`src/rtl/seg7_pkg.sv`:
```
// Shared 7-segment definitions: active-high {g,f,e,d,c,b,a} glyphs and
// digit-count helpers for the scanned display drivers.
package seg7_pkg;

    typedef logic [6:0] seg_t;

    localparam seg_t SEG_0     = 7'b0111111;
    localparam seg_t SEG_1     = 7'b0000110;
    localparam seg_t SEG_2     = 7'b1011011;
    localparam seg_t SEG_3     = 7'b1001111;
    localparam seg_t SEG_4     = 7'b1100110;
    localparam seg_t SEG_5     = 7'b1101101;
    localparam seg_t SEG_6     = 7'b1111101;
    localparam seg_t SEG_7     = 7'b0000111;
    localparam seg_t SEG_8     = 7'b1111111;
    localparam seg_t SEG_9     = 7'b1101111;
    localparam seg_t SEG_A     = 7'b1110111;
    localparam seg_t SEG_B     = 7'b1111100;
    localparam seg_t SEG_C     = 7'b0111001;
    localparam seg_t SEG_D     = 7'b1011110;
    localparam seg_t SEG_E     = 7'b1111001;
    localparam seg_t SEG_F     = 7'b1110001;
    localparam seg_t SEG_BLANK = 7'b0000000;

    localparam int MAX_DIGITS = 8;

    function automatic int max_digits();
        return MAX_DIGITS;
    endfunction

    // Width of a digit index for an n-digit display, clamped to the supported range.
    function automatic int idx_width(input int n);
        int m;
        m = (n > max_digits()) ? max_digits() : n;
        return (m < 2) ? 1 : $clog2(m);
    endfunction

endpackage

```
`src/rtl/seg7_decode.sv`:
```
// Combinational nibble-to-glyph decoder; values 10-15 render only in hex mode
// and are dark in decimal mode, matching the legacy single-digit decoder.
module seg7_decode
    import seg7_pkg::*;
(
    input  logic [3:0] nib_i,
    input  logic       hex_i,
    output seg_t       seg_o
);

    always_comb begin
        seg_o = SEG_BLANK;
        case (nib_i)
            4'h0: seg_o = SEG_0;
            4'h1: seg_o = SEG_1;
            4'h2: seg_o = SEG_2;
            4'h3: seg_o = SEG_3;
            4'h4: seg_o = SEG_4;
            4'h5: seg_o = SEG_5;
            4'h6: seg_o = SEG_6;
            4'h7: seg_o = SEG_7;
            4'h8: seg_o = SEG_8;
            4'h9: seg_o = SEG_9;
            4'hA: seg_o = hex_i ? SEG_A : SEG_BLANK;
            4'hB: seg_o = hex_i ? SEG_B : SEG_BLANK;
            4'hC: seg_o = hex_i ? SEG_C : SEG_BLANK;
            4'hD: seg_o = hex_i ? SEG_D : SEG_BLANK;
            4'hE: seg_o = hex_i ? SEG_E : SEG_BLANK;
            4'hF: seg_o = hex_i ? SEG_F : SEG_BLANK;
        endcase
    end

endmodule

```
`src/rtl/display_scan.sv`:
```
// N-digit time-multiplexed 7-segment driver: slot divider, digit scan index,
// frame-latched inputs, leading-zero blanking and polarity-adjusted output registers.
module display_scan
    import seg7_pkg::*;
#(
    parameter int N_DIGITS   = 8,
    parameter int CLK_DIV    = 100000,
    parameter int ACTIVE_LOW = 1
) (
    input  logic                    clk,
    input  logic                    rst,
    input  logic [4*N_DIGITS-1:0]   iData,
    input  logic [N_DIGITS-1:0]     iDp,
    input  logic                    iHex,
    input  logic                    iLzb,
    input  logic                    iEn,
    output logic [6:0]              oSeg,
    output logic                    oDp,
    output logic [N_DIGITS-1:0]     oAn
);

    localparam int                 IDX_W   = idx_width(N_DIGITS);
    localparam int                 DIV_W   = $clog2(CLK_DIV);
    localparam logic [DIV_W-1:0]   DIV_MAX = DIV_W'(CLK_DIV - 1);
    localparam logic [IDX_W-1:0]   IDX_MAX = IDX_W'(N_DIGITS - 1);
    localparam logic               POL     = (ACTIVE_LOW != 0);

    logic [DIV_W-1:0]        div_q, div_d;
    logic [IDX_W-1:0]        idx_q, idx_d;
    logic                    first_q;
    logic [4*N_DIGITS-1:0]   data_q;
    logic [N_DIGITS-1:0]     dp_q;
    logic                    hex_q;
    logic                    lzb_q;
    logic [6:0]              seg_out_q;
    logic                    dp_out_q;
    logic [N_DIGITS-1:0]     an_out_q;

    logic                    tick;
    logic                    load;
    logic [N_DIGITS-1:0]     blank;
    seg_t                    seg_d;
    logic                    dp_d;
    logic [N_DIGITS-1:0]     an_d;
    seg_t                    dig_seg [N_DIGITS];

    for (genvar k = 0; k < N_DIGITS; k++) begin : g_dec
        seg7_decode u_dec (
            .nib_i (data_q[4*k +: 4]),
            .hex_i (hex_q),
            .seg_o (dig_seg[k])
        );
    end

    // Frame buffers reload at the wrap to digit 0, and once right after reset.
    always_comb begin
        tick  = (div_q == DIV_MAX);
        load  = first_q || (tick && (idx_q == IDX_MAX));
        div_d = tick ? '0 : div_q + DIV_W'(1);
        idx_d = idx_q;
        if (tick) begin
            idx_d = (idx_q == IDX_MAX) ? '0 : idx_q + IDX_W'(1);
        end
    end

    // A digit is blanked while it and everything to its left is zero with no dp.
    always_comb begin
        logic run;
        run   = lzb_q;
        blank = '0;
        for (int k = N_DIGITS - 1; k >= 0; k--) begin
            run      = run && (data_q[4*k +: 4] == 4'h0) && !dp_q[k];
            blank[k] = run && (k != 0);
        end
    end

    always_comb begin
        seg_d = SEG_BLANK;
        dp_d  = 1'b0;
        an_d  = '0;
        for (int k = 0; k < N_DIGITS; k++) begin
            if (idx_q == IDX_W'(k)) begin
                seg_d   = blank[k] ? SEG_BLANK : dig_seg[k];
                dp_d    = dp_q[k] && !blank[k];
                an_d[k] = iEn;
            end
        end
    end

    always_ff @(posedge clk) begin
        if (rst) begin
            div_q     <= '0;
            idx_q     <= '0;
            first_q   <= 1'b1;
            data_q    <= '0;
            dp_q      <= '0;
            hex_q     <= 1'b0;
            lzb_q     <= 1'b0;
            seg_out_q <= {7{POL}};
            dp_out_q  <= POL;
            an_out_q  <= {N_DIGITS{POL}};
        end else begin
            div_q   <= div_d;
            idx_q   <= idx_d;
            first_q <= 1'b0;
            if (load) begin
                data_q <= iData;
                dp_q   <= iDp;
                hex_q  <= iHex;
                lzb_q  <= iLzb;
            end
            seg_out_q <= seg_d ^ {7{POL}};
            dp_out_q  <= dp_d ^ POL;
            an_out_q  <= an_d ^ {N_DIGITS{POL}};
        end
    end

    assign oSeg = seg_out_q;
    assign oDp  = dp_out_q;
    assign oAn  = an_out_q;

endmodule
```
`config.mk`:
```
export PLATFORM = sky130hd
export DESIGN_NAME = display_scan
export DESIGN_NICKNAME = d
export VERILOG_FILES = /design/src/rtl/seg7_pkg.sv /design/src/rtl/seg7_decode.sv /design/src/rtl/display_scan.sv
export SDC_FILE = /design/constraint.sdc
export NUM_CORES = 1
export LEC_CHECK = 0
export ABC_AREA = 1
export BUFFER_PORTS_ARGS = -buffer_cell sky130_fd_sc_hd__buf_2
export CORE_MARGIN = 5
export CORE_UTILIZATION = 40
export CTS_CLUSTER_DIAMETER = 200
export DETAILED_ROUTE_END_ITERATION = 8
export GPL_TIMING_DRIVEN = 1
export SYNTH_ARGS = -nofsm -noshare
export SYNTH_HDL_FRONTEND = slang
export SYNTH_SLANG_ARGS = --single-unit
```
`constraint.sdc`:
```
create_clock -name clk -period 5.2 [get_ports clk]
set_clock_uncertainty 0.1 [all_clocks]
set_input_delay 0.52 -clock clk [delete_from_list [all_inputs] [get_ports clk]]
set_output_delay 0.52 -clock clk [all_outputs]
set_load 0.005 [all_outputs]
```
==> metrics.cfg <==
[run_status]
result_of_the_run = finished clean

[floorplanning]
design.die.area_um2 = 15700
placementRows = 42
boundaryPins = 61
core_um2 = 13100
floorplan.initialDensity_pct = 40.4
die_width_um = 125
die_height_um = 125

[clocking]
total_number_of_h_tree_levels = 3
postCtsResizedCells = 0
clkLatencyLatePin_ns = 0.34
total_clock_buffers_created_by_cts = 9
clock_tree.buffer_depth = 2
cts_setup_buffers = 0
cts.sink_count = 79
cts_hold_repair.buffers = 0
clk_pin_slew_ns = 0.06
clockRootBuffer = clkbuf_16
tritoncts = built

[layout]
fin_util_pct = 45.6
insertedDiodeCount = 0
area_growth_syn_to_layout_pct = 12.8
finalNetCount = 950
drive_above_1_share_pct = 12.3

[global_routing]
first_global_vias = 5115
grt_max_degree = 81
grt_first_pass_wirelength_mm = 23.7
groute.usage.overall_pct = 18.0
grt_overflow_total = 0
grt_antenna_before_repair = 0

[drt]
drc_errors = 0
via_per_inst = 5.07
first_drt_pass_iteration_count = 5
detail_route.wl_per_cell_um = 13.0
num_vias = 5469
post_detailed_route_count_of_antenna_violating_nets = 0
finalWirelength_mm = 14.0
drt-initial-drc-count = 443

[sta]
rsz0062_at_grt = false
timing.setup.tns_ns = 0
hold_violations = 0
measured_slew_at_the_worst_slew_check_pin_ns = 0.939
timing.final.crit_share_pct = 50.7
clock.fmax_mhz = 379
worst_hold_slack_ns = 0.268
finalSetupViolCount = 0
slew_headroom_pct = 37.3
finalCriticalPeriod_ns = 2.64
maxSlewViolCount = 0

[worst_setup_path]
worst-r2r-setup-slack_ns = 2.56
cp-end-kind = register
startpoint_type = register
reg2regPathDepth = 13
critical_path.startpoint = hex_q
criticalPathCategory = register to register
cp.required_ns = 5.33
worst_path_maximum_fanout = 20
worst_flop_to_flop_path_endpoint = oSeg[2]
cell_type_of_the_slowest_stage_on_the_worst_timing_path = dfxtp_1
crit_path_max_incr_delay_ns = 0.94
critical_path.cell_chain = inv_2 > nor3_1 > inv_1 > nor2_1 > nor2_1 > o211ai_1 > nand2_1 > nand2_1 > nand2_1 > nand2_1 > nand2_1 > nand2_1 > nand2_1
cp-endpoint = oSeg[2]
timing.critical_path.mode_cell = nand2_1
critical_path.reg2reg.startpoint = hex_q
crit_arrival_ns = 2.77

[place]
placement.io_buffers = 60
place.detailed.hpwl_mm = 10.6
gp_congestion = 0.905

[synthesis]
yosysTopAreaCellShare_pct = 29.8
ys_dominant_reg_cell = dfxtp_1
seq_area_frac_synth_pct = 29.8
post_synth_main_area_contributors = dfxtp_1 (30%), nand2_1 (14%), inv_1 (8.1%)
syn_avg_cell_area_um2 = 6.26
mapped_cell_area_um2 = 5310
synth_cells = 848
async_reset_ff_share_pct = 0
synth-seq-cells = 79
synth_edf_count = 0
synth-warning-count = 0
netlist-cell-type-count = 47
synth_fp_nets = 900
synth.largest_area_cell = dfxtp_1

[worst_hold_path]
hold_path.class = input port to register
whs_path_depth = 1

[pwr]
power.leakage_nw = 2.79
power_mw = 1.56
ir_worst_vdd_uv = 174
power.density_cell_area_nw_per_um2 = 261

[flow_run]
timing.max_cap.violations = 0

-- synth_stat cells, types with 6 or more instances --
cell,number
a21oi_1,73
buf_2,7
clkbuf_1,12
dfxtp_1,79
ha_1,7
inv_1,114
inv_2,6
nand2_1,202
nand3_1,35
nand4_1,17
nor2_1,91
nor2_4,9
nor3_1,17
nor4_1,7
o211ai_1,7
o21ai_0,78
o21ai_1,14
-- sequential cells by signal, indices dropped and copies added (netlist names) --
| signal | flops |
|---|---|
| div_q | 17 |
| dp_q | 8 |
| lzb_q | 1 |
| first_q | 1 |
| data_q | 32 |
| oAn | 8 |
| oDp | 1 |
| hex_q | 1 |
| idx_q | 3 |
| oSeg | 7 |
-- critical path: cells and delay by family, from the launching register on --
kind	cells	cell delay, ns
AO/OA/AOI/OAI	1	0.08
flip-flops	1	0.94
AND/OR/NAND/NOR	10	1.01
buffers and inverters	2	0.41
-- worst min path at each step --
stage              from        to  slack, ns
5_1_grt             rst   first_q       0.26
3_3_place_gp   div_q[0]  div_q[0]       0.33
6_report            rst   first_q       0.27
4_1_cts             rst   first_q       0.25
3_5_place_dp   div_q[0]  div_q[0]       0.35
2_1_floorplan  div_q[0]  div_q[0]       0.32
-- cell usage in the layout (no fill, tap or decap), drive strengths merged, types with 6 or more instances in the layout --
| master | n |
|---|---|
| nand2 | 207 |
| inv | 121 |
| nor2 | 104 |
| o21ai | 93 |
| dfxtp | 79 |
| a21oi | 73 |
| buf | 62 |
| nand3 | 39 |
| nor3 | 20 |
| nand4 | 17 |
| clkbuf | 12 |
| nor4 | 8 |
| o211ai | 7 |
| ha | 7 |
| clkinv | 6 |
-- through the flow --
stage	instance area, um^2	setup WS, ns	instances
CTS	5990	2.57	1079
finish	5990	2.56	1079
detailed placement	5720	2.58	1063
global route	5990	2.27	1079
global placement	5720	2.64	1063
floorplan	5310	3.42	848
-- routing by layer --
metal	up-vias	track usage (%)	wire (um)
met3	17	4.09	802
met1	2429	24.4	6680
met4	0	5.29	234
li1	2891	-	-
met5	-	0	0
met2	132	28.7	6290
-- final cells by class --
type                       count  area [um^2]
timing repair buffer          62          315
inverter                     124          465
clock inverter                 4         30.0
clock buffer                  12          246
multi-input combinational    622         3130
fill                        1434         7150
sequential                    79         1580
tap                          176          220
-- where the power goes --
part,switching [mW],internal [mW]
sequential,0.0372,0.640
clock,0.255,0.338
combinational,0.187,0.106
total,0.480,1.08
-- cells by family after synthesis --
kind of cell,synth area share [%]
and+or+nand+nor,34.6
AOI/OAI and AO/OA,21.7
buffers and inverters,11.3
DFF,29.8
adders and majority gates,1.65
xor gates and xnor gates,0.989
Note: power is estimated with default switching activity, not from simulation.
